==> config.mk <==
export PLATFORM = sky130hd
export DESIGN_NAME = iter_divider
export DESIGN_NICKNAME = d
export VERILOG_FILES = /design/src/rtl/div_pkg.sv /design/src/rtl/div_step.sv /design/src/rtl/iter_divider.sv
export SDC_FILE = /design/constraint.sdc
export NUM_CORES = 1
export LEC_CHECK = 0
export ABC_AREA = 1
export BUFFER_PORTS_ARGS = -buffer_cell sky130_fd_sc_hd__buf_4
export CAP_MARGIN = 20
export CORE_ASPECT_RATIO = 0.5
export CORE_MARGIN = 3
export CORE_UTILIZATION = 54
export CTS_CLUSTER_SIZE = 20
export DETAILED_ROUTE_END_ITERATION = 12
export GPL_TIMING_DRIVEN = 0
export HOLD_SLACK_MARGIN = 0.08
export PLACE_DENSITY = 0.77
export SLEW_MARGIN = 10
export SYNTH_ARGS = -nofsm -noshare
export SYNTH_HDL_FRONTEND = slang
export SYNTH_HIERARCHICAL = 1
export SYNTH_SLANG_ARGS = --single-unit
==> constraint.sdc <==
create_clock -name clk -period 1.9 [get_ports clk]
set_input_delay 0.19 -clock clk [delete_from_list [all_inputs] [get_ports clk]]
set_output_delay 0.19 -clock clk [all_outputs]
set_load 0.05 [all_outputs]
==> src/rtl/div_pkg.sv <==
// Shared types and helpers for the iterative restoring divider.
// The state encoding is 2 bits: idle, iterate, sign fix-up, done.
package div_pkg;

  typedef enum logic [1:0] {
    StIdle = 2'd0,
    StIter = 2'd1,
    StFix  = 2'd2,
    StDone = 2'd3
  } div_state_e;

  // Every quotient bit is set on divide-by-zero, whatever the width.
  localparam logic DbzQuotFill = 1'b1;

  // Wide enough to hold the iteration count WIDTH itself.
  function automatic int unsigned cnt_width(input int unsigned width);
    return $clog2(width + 1);
  endfunction

endpackage

==> src/rtl/div_step.sv <==
// One restoring-division step: shift in the next dividend bit, trial-subtract
// the divisor and either keep the difference (quotient bit 1) or restore it.
module div_step
  import div_pkg::*;
#(
  parameter int unsigned WIDTH = 8
) (
  input  logic [WIDTH-1:0] rem_i,
  input  logic             dvd_msb_i,
  input  logic [WIDTH-1:0] dvs_i,
  output logic [WIDTH-1:0] rem_o,
  output logic             qbit_o
);

  logic [WIDTH:0] partial;
  logic [WIDTH:0] trial;

  // partial < 2*divisor, so the sign of a WIDTH+1-bit difference is exact
  always_comb begin
    partial = {rem_i, dvd_msb_i};
    trial   = partial - {1'b0, dvs_i};
    qbit_o  = ~trial[WIDTH];
    rem_o   = qbit_o ? trial[WIDTH-1:0] : partial[WIDTH-1:0];
  end

endmodule

==> src/rtl/iter_divider.sv <==
// Iterative restoring divider: one quotient bit per clock, optional signed
// mode, divide-by-zero flag and a level start / done handshake.
module iter_divider
  import div_pkg::*;
#(
  parameter int unsigned WIDTH     = 8,
  parameter bit          SIGNED_EN = 1'b1
) (
  input  logic             clk,
  input  logic             reset,
  input  logic             start,
  input  logic             signed_mode,
  input  logic [WIDTH-1:0] dividend,
  input  logic [WIDTH-1:0] divisor,
  output logic [WIDTH-1:0] quotient,
  output logic [WIDTH-1:0] remainder,
  output logic             busy,
  output logic             done,
  output logic             div_by_zero
);

  localparam int unsigned CntW = cnt_width(WIDTH);

  div_state_e state_q;
  logic [CntW-1:0]  cnt_q;
  logic             sign_q;
  logic             dvd_neg_q;
  logic             dvs_neg_q;
  logic [WIDTH-1:0] rem_q;
  logic [WIDTH-1:0] dq_q;
  logic [WIDTH-1:0] dvs_q;
  logic [WIDTH-1:0] quot_q;
  logic [WIDTH-1:0] remd_q;
  logic             busy_q;
  logic             done_q;
  logic             dbz_q;

  logic             sign_in;
  logic             dvd_neg_in;
  logic             dvs_neg_in;
  logic [WIDTH-1:0] dvd_mag;
  logic [WIDTH-1:0] dvs_mag;
  logic [WIDTH-1:0] rem_nxt;
  logic             qbit;
  logic             neg_quot;
  logic             neg_rem;

  // Two's-complement magnitude; the most-negative value maps onto itself,
  // which read as unsigned is exactly 2^(WIDTH-1).
  always_comb begin
    sign_in    = signed_mode & SIGNED_EN;
    dvd_neg_in = sign_in & dividend[WIDTH-1];
    dvs_neg_in = sign_in & divisor[WIDTH-1];
    dvd_mag    = dvd_neg_in ? -dividend : dividend;
    dvs_mag    = dvs_neg_in ? -divisor : divisor;
    neg_quot   = sign_q & (dvd_neg_q ^ dvs_neg_q);
    neg_rem    = sign_q & dvd_neg_q;
  end

  div_step #(
    .WIDTH (WIDTH)
  ) u_step (
    .rem_i     (rem_q),
    .dvd_msb_i (dq_q[WIDTH-1]),
    .dvs_i     (dvs_q),
    .rem_o     (rem_nxt),
    .qbit_o    (qbit)
  );

  always_ff @(posedge clk or negedge reset) begin
    if (!reset) begin
      state_q   <= StIdle;
      cnt_q     <= '0;
      sign_q    <= 1'b0;
      dvd_neg_q <= 1'b0;
      dvs_neg_q <= 1'b0;
      rem_q     <= '0;
      dq_q      <= '0;
      dvs_q     <= '0;
      quot_q    <= '0;
      remd_q    <= '0;
      busy_q    <= 1'b0;
      done_q    <= 1'b0;
      dbz_q     <= 1'b0;
    end else begin
      unique case (state_q)
        StIdle: begin
          done_q <= 1'b0;
          if (start) begin
            sign_q    <= sign_in;
            dvd_neg_q <= dvd_neg_in;
            dvs_neg_q <= dvs_neg_in;
            dq_q      <= dvd_mag;
            dvs_q     <= dvs_mag;
            rem_q     <= '0;
            cnt_q     <= CntW'(WIDTH);
            busy_q    <= 1'b1;
            if (divisor == '0) begin
              // Raw dividend, not its magnitude, is reported as remainder
              quot_q  <= {WIDTH{DbzQuotFill}};
              remd_q  <= dividend;
              dbz_q   <= 1'b1;
              state_q <= StDone;
            end else begin
              dbz_q   <= 1'b0;
              state_q <= StIter;
            end
          end
        end
        StIter: begin
          rem_q <= rem_nxt;
          dq_q  <= {dq_q[WIDTH-2:0], qbit};
          cnt_q <= cnt_q - CntW'(1);
          if (cnt_q == CntW'(1)) begin
            state_q <= StFix;
          end
        end
        StFix: begin
          // Truncating division: remainder follows the dividend's sign
          quot_q  <= neg_quot ? -dq_q : dq_q;
          remd_q  <= neg_rem ? -rem_q : rem_q;
          state_q <= StDone;
        end
        StDone: begin
          done_q <= 1'b1;
          busy_q <= 1'b0;
          if (!start) begin
            state_q <= StIdle;
          end
        end
        default: state_q <= StIdle;
      endcase
    end
  end

  assign quotient    = quot_q;
  assign remainder   = remd_q;
  assign busy        = busy_q;
  assign done        = done_q;
  assign div_by_zero = dbz_q;

endmodule
==> results of run 1 <==
==> registers in the layout, summed over array words and instances (netlist names) <==
register / count
dq_q: 8
remainder: 8
dvd_neg_q: 1
dvs_q: 8
busy: 1
cnt_q: 4
rem_q: 8
state_q: 2
done: 1
sign_q: 1
div_by_zero: 1
dvs_neg_q: 1
quotient: 8
==> cell usage in the layout, fill, tap and decap left out, types with 4 or more instances in the layout <==
cell type / Yosys / layout
buf_6: 1 / 4
ha_1: 18 / 14
clkbuf_16: 0 / 5
nand2_4: 3 / 5
a21oi_1: 29 / 29
o21ai_0: 36 / 31
buf_4: 1 / 46
nand3_1: 54 / 52
nor2_1: 44 / 44
buf_2: 6 / 6
xor2_1: 5 / 5
o21ai_1: 2 / 6
nand2_2: 3 / 7
inv_1: 67 / 65
nand2_1: 154 / 148
dfrtp_1: 52 / 51
inv_2: 3 / 5
==> layer usage <==
layer	vias up	share of wire [%]	GRT usage, %
met1	1587	48	35.88
met4	0	0.76	4.469
met3	8	6.9	4.933
met2	92	44	37.87
li1	1762	-	-
met5	-	0	0
==> cells by family after synthesis <==
kind of cell | Yosys count | share of synthesized area, %
AO/OA/AOI/OAI | 77 | 11.83
buffers and inverters | 82 | 9.246
XOR/XNOR | 7 | 1.710
adder cells (fa/ha/maj) | 19 | 6.839
AND/OR/NAND/NOR | 276 | 34.09
flip-flops | 52 | 36.29
==> worst max-delay path by stage <==
stage                           to    start  depth (start not counted)
after floorplan            dq_q[0]  dq_q[7]                         12
after global placement     dq_q[0]  dq_q[7]                         12
after detailed placement   dq_q[0]  dq_q[7]                         12
after CTS                 rem_q[2]  dq_q[7]                         14
after global routing      rem_q[0]  dq_q[7]                         13
final                     rem_q[2]  dq_q[7]                         13
==> final cells by class <==
type                    count  area (sq um)  area share [%]
well taps                  88         110.1           2.536
plain buffers              11         61.31           1.412
repair buffers             49         381.6           8.790
inverters                  71         271.5           6.254
flip-flops and latches     52          1303           30.00
clock buffers               6         138.9           3.199
clock inverters             2         13.76          0.3170
multi-input cells         381          2062           47.49
==> per-stage QoR <==
step / utilization, % / power (mW) / area (sq um) / std cells
2_1_floorplan: - / 5.897 / 3586 / 513
3_3_place_gp: 63.64 / 7.070 / 3981 / 639
3_5_place_dp: 63.64 / 7.143 / 3981 / 639
4_1_cts: 67.94 / 8.505 / 4250 / 654
5_1_grt: 69.40 / 9.718 / 4342 / 660
6_report: 69.40 / 8.880 / 4342 / 660
==> critical path, cell delays in order, from the launching register on <==
cell and delay, ns:
dfrtp_2 0.42, inv_2 0.07, ha_4 0.12, inv_2 0.04
fa_2 0.37, nand2_2 0.09, nand2_4 0.07, nand3_4 0.10
buf_4 0.12, nand3_2 0.12, nand3_1 0.12, nand2_1 0.07
nand2_1 0.06, o21ai_0 0.07
==> power by group through the flow <==
stage,logic [mW],registers [mW],clock network [mW]
3_5_place_dp,5.10,2.05,0
5_1_grt,6.59,2.11,1.02
4_1_cts,5.52,2.03,0.959
6_report,5.89,2.04,0.947
2_1_floorplan,3.33,2.56,0
3_3_place_gp,5.03,2.04,0
==> repair_timing <==
| item | in CTS | in global routing |
|---|---|---|
| endpoints found under the setup margin | 9 | 12 |
| buffers inserted | 5 | 5 |
| hold endpoints to repair | 52 | 0 |
| cloned | 1 | 1 |
| pin swaps | 4 | 10 |
| hold buffers | 1 | 0 |
| resized for setup | 17 | 14 |
==> out/qor.yml, run 1 <==
die:
  die-height_microns: 63.62
  start_util_pct: 57.32
  die_area_sq_um: 7714
  row_count: 20
  core_sq_um: 6256
  pin_count: 39
  die_x_microns: 121.2
final_layout:
  fill_cells: 560
  num-nets-final: 610
  areaGrowthSynthToFinish_pct: 21.07
  final_layout_size_suffix_gt1_share_pct: 18.53
  n_antenna_cell: 0
setup_path:
  critPathLaunchType: "register"
  ff2ff_setup_slack_ns: -0.06
  endpoint_kind: "register"
  r2r-start: "dq_q[7]"
  cp_data_required_time_ns: 2.07
  regToRegEndpoint: "rem_q[2]"
  rr_worst_depth: 13
  criticalPathCategory: "register to register"
  critPathArrivalTime_ns: 2.13
  path_max_fanout: 5
drt:
  routedWlPerCell_microns: 13.53
  vias_per_cell: 5.226
  ant_nets: 0
  dr.pass1.iters: 6
  drtIter0Drc: 281
  routed_wl_microns: 8928
  num_vias: 3449
  drc_errors: 0
clock_network:
  cts_tree: "done"
  worstSkewPairLatency_ns: 0.30
  htree_levels: 2
  cts-root-buf: "clkbuf_16"
  cts.sinks: 52
  path_clk_slew_ns: 0.07
  cts_max_path_buffers: 2
  cts_buffers: 5
sta:
  timing.final.max_slew_violations: 0
  setup-violations-final: 9
  hold_ws_ns: 0.1815
  timing.setup.tns_ns: -0.2477
  tightest_slew_ns: 0.6670
  finalWorstPathRequiredPeriod_ns: 1.959
  clock_skew_ns: 0.006721
  fin_ws_ns: -0.05891
  fmax_mhz: 510.5
  relSlewSlack_pct: 55.54
  hold_viol_final: 0
  rsz0062_at_grt: "true"
  fin_crit_sh_pct: 103.1
place:
  dp_slack_ns: -0.2661
  portBuffers: 38
  gp_congestion: 0.9301
  dp_hpwl_microns: 6570
grt:
  overflow: 0
  grt_pass1_vias: 3241
  grt_pass1_wl_microns: 15080
  antenna_found_initial: 0
  grt_start_max_net_pins: 53
  grt_use_total_pct: 24.46
synth:
  seq_area_frac_synth_pct: 36.29
  synthTopCellsByCount: "nand2_1 (154), inv_1 (67), nand3_1 (54), dfrtp_1 (52), nor2_1 (44)"
  synth_flop_cell: "dfrtp_1"
  synth_edf_count: 0
  synthArstFlopShare_pct: 100.0
  yosysMostFrequentCell: "nand2_1"
  avgSynthCellArea_sq_um: 6.990
  synth_area_sq_um: 3586
  yosys.cell_types.count: 36
  synth_top_area_cell: "dfrtp_1"
  synthTopCellsByArea: "dfrtp_1 (36%), nand2_1 (16%), nand3_1 (7.5%), inv_1 (7.0%), ha_1 (6.3%)"
  ys_ff_latch: 52
  syn_nets: 552
  yosysWarnings: 6
  yosys.area.top_type_share_pct: 36.29
  synthCells: 513
flow_run:
  drv_cap: 0
pwr:
  p_per_area_nw_per_um2: 2045
  vdd_drop_max_v: 0.0009697
  clkPwrFrac_pct: 10.7
  leakage_nw: 2.251
  intPower_mw: 4.329
  combPwrFrac_pct: 66.3
  switchingPower_mw: 4.551
  power_frac_seq_pct: 23.0
  switching_share_pct: 51.25
worst_hold_path:
  min_path_cells: 3
  hold-path-endpoint: "dvs_q[1]"
  min-delay-start: "divisor[1]"
  hold_path_class: "primary input to register"
run_status:
  status: "complete, but fails checks"
  violations: "setup timing"
(Power assumes the default switching activity.)
==> inputs of run 2 (changes only) <==
--- a/config.mk
+++ b/config.mk
@@ -13,7 +13,6 @@
 export CORE_UTILIZATION = 54
 export CTS_CLUSTER_SIZE = 20
 export DETAILED_ROUTE_END_ITERATION = 12
-export GPL_TIMING_DRIVEN = 0
 export HOLD_SLACK_MARGIN = 0.08
 export PLACE_DENSITY = 0.77
 export SLEW_MARGIN = 10
==> out/qor.yml, run 2 (same netlist as run 1, synthesis figures left out) <==
setup_path:
  criticalPathCategory: "register to register"  # unchanged
  path_max_fanout: 6  # was 5
  worst_path_max_delay_cell: "dfrtp_1"  # was dfrtp_2
  cp_num_buf_inv: 2  # was 3
  critPathLaunchType: "register"  # unchanged
  critPathArrivalTime_ns: 2.13  # about the same
  crit_family: "simple AND/OR/NAND/NOR gates"  # unchanged
  path_cells: "inv_1 -> ha_2 -> inv_2 -> fa_2 -> nand2_2 -> nand2_2 -> nand3_4 -> nand2_4 -> nand2_8 -> nand2_8 -> o211ai_1 -> o21ai_1"  # was inv_2 -> ha_4 -> inv_2 -> fa_2 -> nand2_2 -> nand2_4 -> nand3_4 -> buf_4 -> nand3_2 -> nand3_1 -> nand2_1 -> nand2_1 -> o21ai_0
  cp_data_required_time_ns: 2.08  # was 2.07 ns
  endpoint_kind: "register"  # unchanged
  worst_path_largest_cell_delay_ns: 0.39  # was 0.42 ns
drt:
  drtIter0Drc: 263  # was 281
  dr.pass1.iters: 5  # was 6
  routed_wl_microns: 9368  # was 8928 microns
  ant_nets: 0  # unchanged
  vias_per_cell: 5.361  # was 5.226
  num_vias: 3522  # was 3449
  routedWlPerCell_microns: 14.26  # was 13.53 microns
  drc_errors: 0  # unchanged
grt:
  grt_use_total_pct: 26.17  # was 24.46%
  overflow: 0  # unchanged
  antenna_found_initial: 0  # unchanged
  grt_start_max_net_pins: 53  # unchanged
  grt_pass1_vias: 3317  # was 3241
  grt_pass1_wl_microns: 15990  # was 15080 microns
die:
  pin_count: 39  # unchanged
  row_count: 20  # unchanged
  core_sq_um: 6256  # unchanged
  start_util_pct: 57.32  # unchanged
  die-height_microns: 63.62  # unchanged
  die_area_sq_um: 7714  # unchanged
  die_x_microns: 121.2  # unchanged
final_layout:
  final_cell_area_sq_um: 4300  # was 4342 sq um
  n_antenna_cell: 0  # unchanged
  final_cells: 657  # was 660
  areaGrowthSynthToFinish_pct: 19.92  # was 21.07%
  multi_input_area_sq_um: 2017  # was 2062 sq um
  final_common_cell: "nand2_1"  # unchanged
  seqCellArea_sq_um: 1301  # was 1303 sq um
  final_cell_mix: "nand2_1 (151), inv_1 (66), buf_4 (55), nand3_1 (54), dfrtp_1 (52)"  # was nand2_1 (148), inv_1 (65), nand3_1 (52), dfrtp_1 (51), buf_4 (46)
  fill_cells: 561  # was 560
  final_layout_size_suffix_gt1_share_pct: 16.70  # was 18.53%
  num-nets-final: 607  # was 610
sta:
  tightest_slew_ns: 0.6735  # was 0.6670 ns
  hold_viol_final: 0  # unchanged
  relSlewSlack_pct: 55.10  # was 55.54%
  setup-violations-final: 9  # unchanged
  rsz0062_at_grt: "true"  # unchanged
  fin_ws_ns: -0.04764  # was -0.05891 ns
  fmax_mhz: 513.4  # was 510.5 MHz
  timing.final.max_slew_violations: 0  # unchanged
  clock_skew_ns: 0.007188  # was 0.006721 ns
  fin_crit_sh_pct: 102.5  # was 103.1%
  finalWorstPathRequiredPeriod_ns: 1.948  # was 1.959 ns
place:
  place_area_sq_um: 4041  # was 3981 sq um
  gp_congestion: 0.9215  # was 0.9301
  dp.cells: 644  # was 639
  portBuffers: 38  # unchanged
  dp_hpwl_microns: 6848  # was 6570 microns
run_status:
  status: "complete, but fails checks"  # unchanged
  violations: "setup timing"  # unchanged
flow_run:
  drv_cap: 0  # unchanged
clock_network:
  worstSkewPairLatency_ns: 0.30  # about the same
  path_clk_slew_ns: 0.07  # about the same
  cts_buffers: 5  # unchanged
  cts_tree: "done"  # unchanged
  htree_levels: 2  # unchanged
  cts-root-buf: "clkbuf_16"  # unchanged
  cts_max_path_buffers: 2  # unchanged
  cts.sinks: 52  # unchanged
pwr:
  vdd_drop_max_v: 0.0009491  # was 0.0009697 V
  p_per_area_nw_per_um2: 2041  # was 2045 nW/um^2
  leakage_nw: 2.253  # was 2.251 nW
worst_hold_path:
  hold_path_class: "primary input to register"  # unchanged
[run 2: metal layers]
layer  routed length [microns]  track usage, %
met4                        90           5.028
met5                         0               0
met1                      4507           38.00
met3                       584           4.843
met2                      4186           41.19
[run 2: through the flow]
| stage | hold WS (ns) | total power [mW] | utilization, % | worst slack (ns) | setup TNS [ns] |
|---|---|---|---|---|---|
| 6_report | 0.1918 | 8.779 | 68.74 | -0.04764 | -0.2468 |
| 4_1_cts | 0.1873 | 8.494 | 67.86 | 0.001118 | 0 |
| 2_1_floorplan | -0.1056 | 5.897 | - | 0.008732 | 0 |
| 5_1_grt | 0.2015 | 9.578 | 68.74 | -0.1603 | -1.307 |
| 3_3_place_gp | 0.2720 | 7.181 | 64.60 | 0.009965 | 0 |
| 3_5_place_dp | 0.2727 | 7.292 | 64.60 | -0.06697 | -0.2470 |
[run 2: worst paths after layout]
kind	start	to	slack (ns)	depth (start not counted)
setup / recovery	dq_q[7]	dq_q[0]	-0.05	12
hold / removal	divisor[1]	dvs_q[1]	0.19	3
setup reg to reg	dq_q[7]	dq_q[0]	-0.05	12
hold reg to reg	done	done	0.49	2
max in group asynchronous	reset	rem_q[2]	0.98	2
min in group asynchronous	reset	rem_q[6]	0.47	2
[run 2: report_power, final]
part,leakage [nW],internal [mW],switching (mW)
clock network,0.0871,0.661,0.431
logic,1.54,1.98,3.70
registers,0.622,1.63,0.371
total,2.25,4.28,4.50
[run 2: area by class of cell]
type	instances	share of cell area [%]
Timing Repair Buffer	56	9.834
Clock buffer	6	3.230
Tap cell	88	2.560
Clock inverter	2	0.9020
Inverter	71	6.314
Sequential cell	52	30.26
Multi-Input combinational cell	382	46.90
[run 2: timing repair]
item,in CTS,in global routing
gates cloned,1,2
buffers inserted,1,0
endpoints found under the hold margin,52,0
setup endpoints to repair,9,14
hold buffers,1,0
pin swaps,3,6
resized for setup,2,13
[run 2: worst min-delay path, cell delays in order]
cell and delay, ns:
buf_4 0.09, a21oi_1 0.06, a21oi_1 0.11
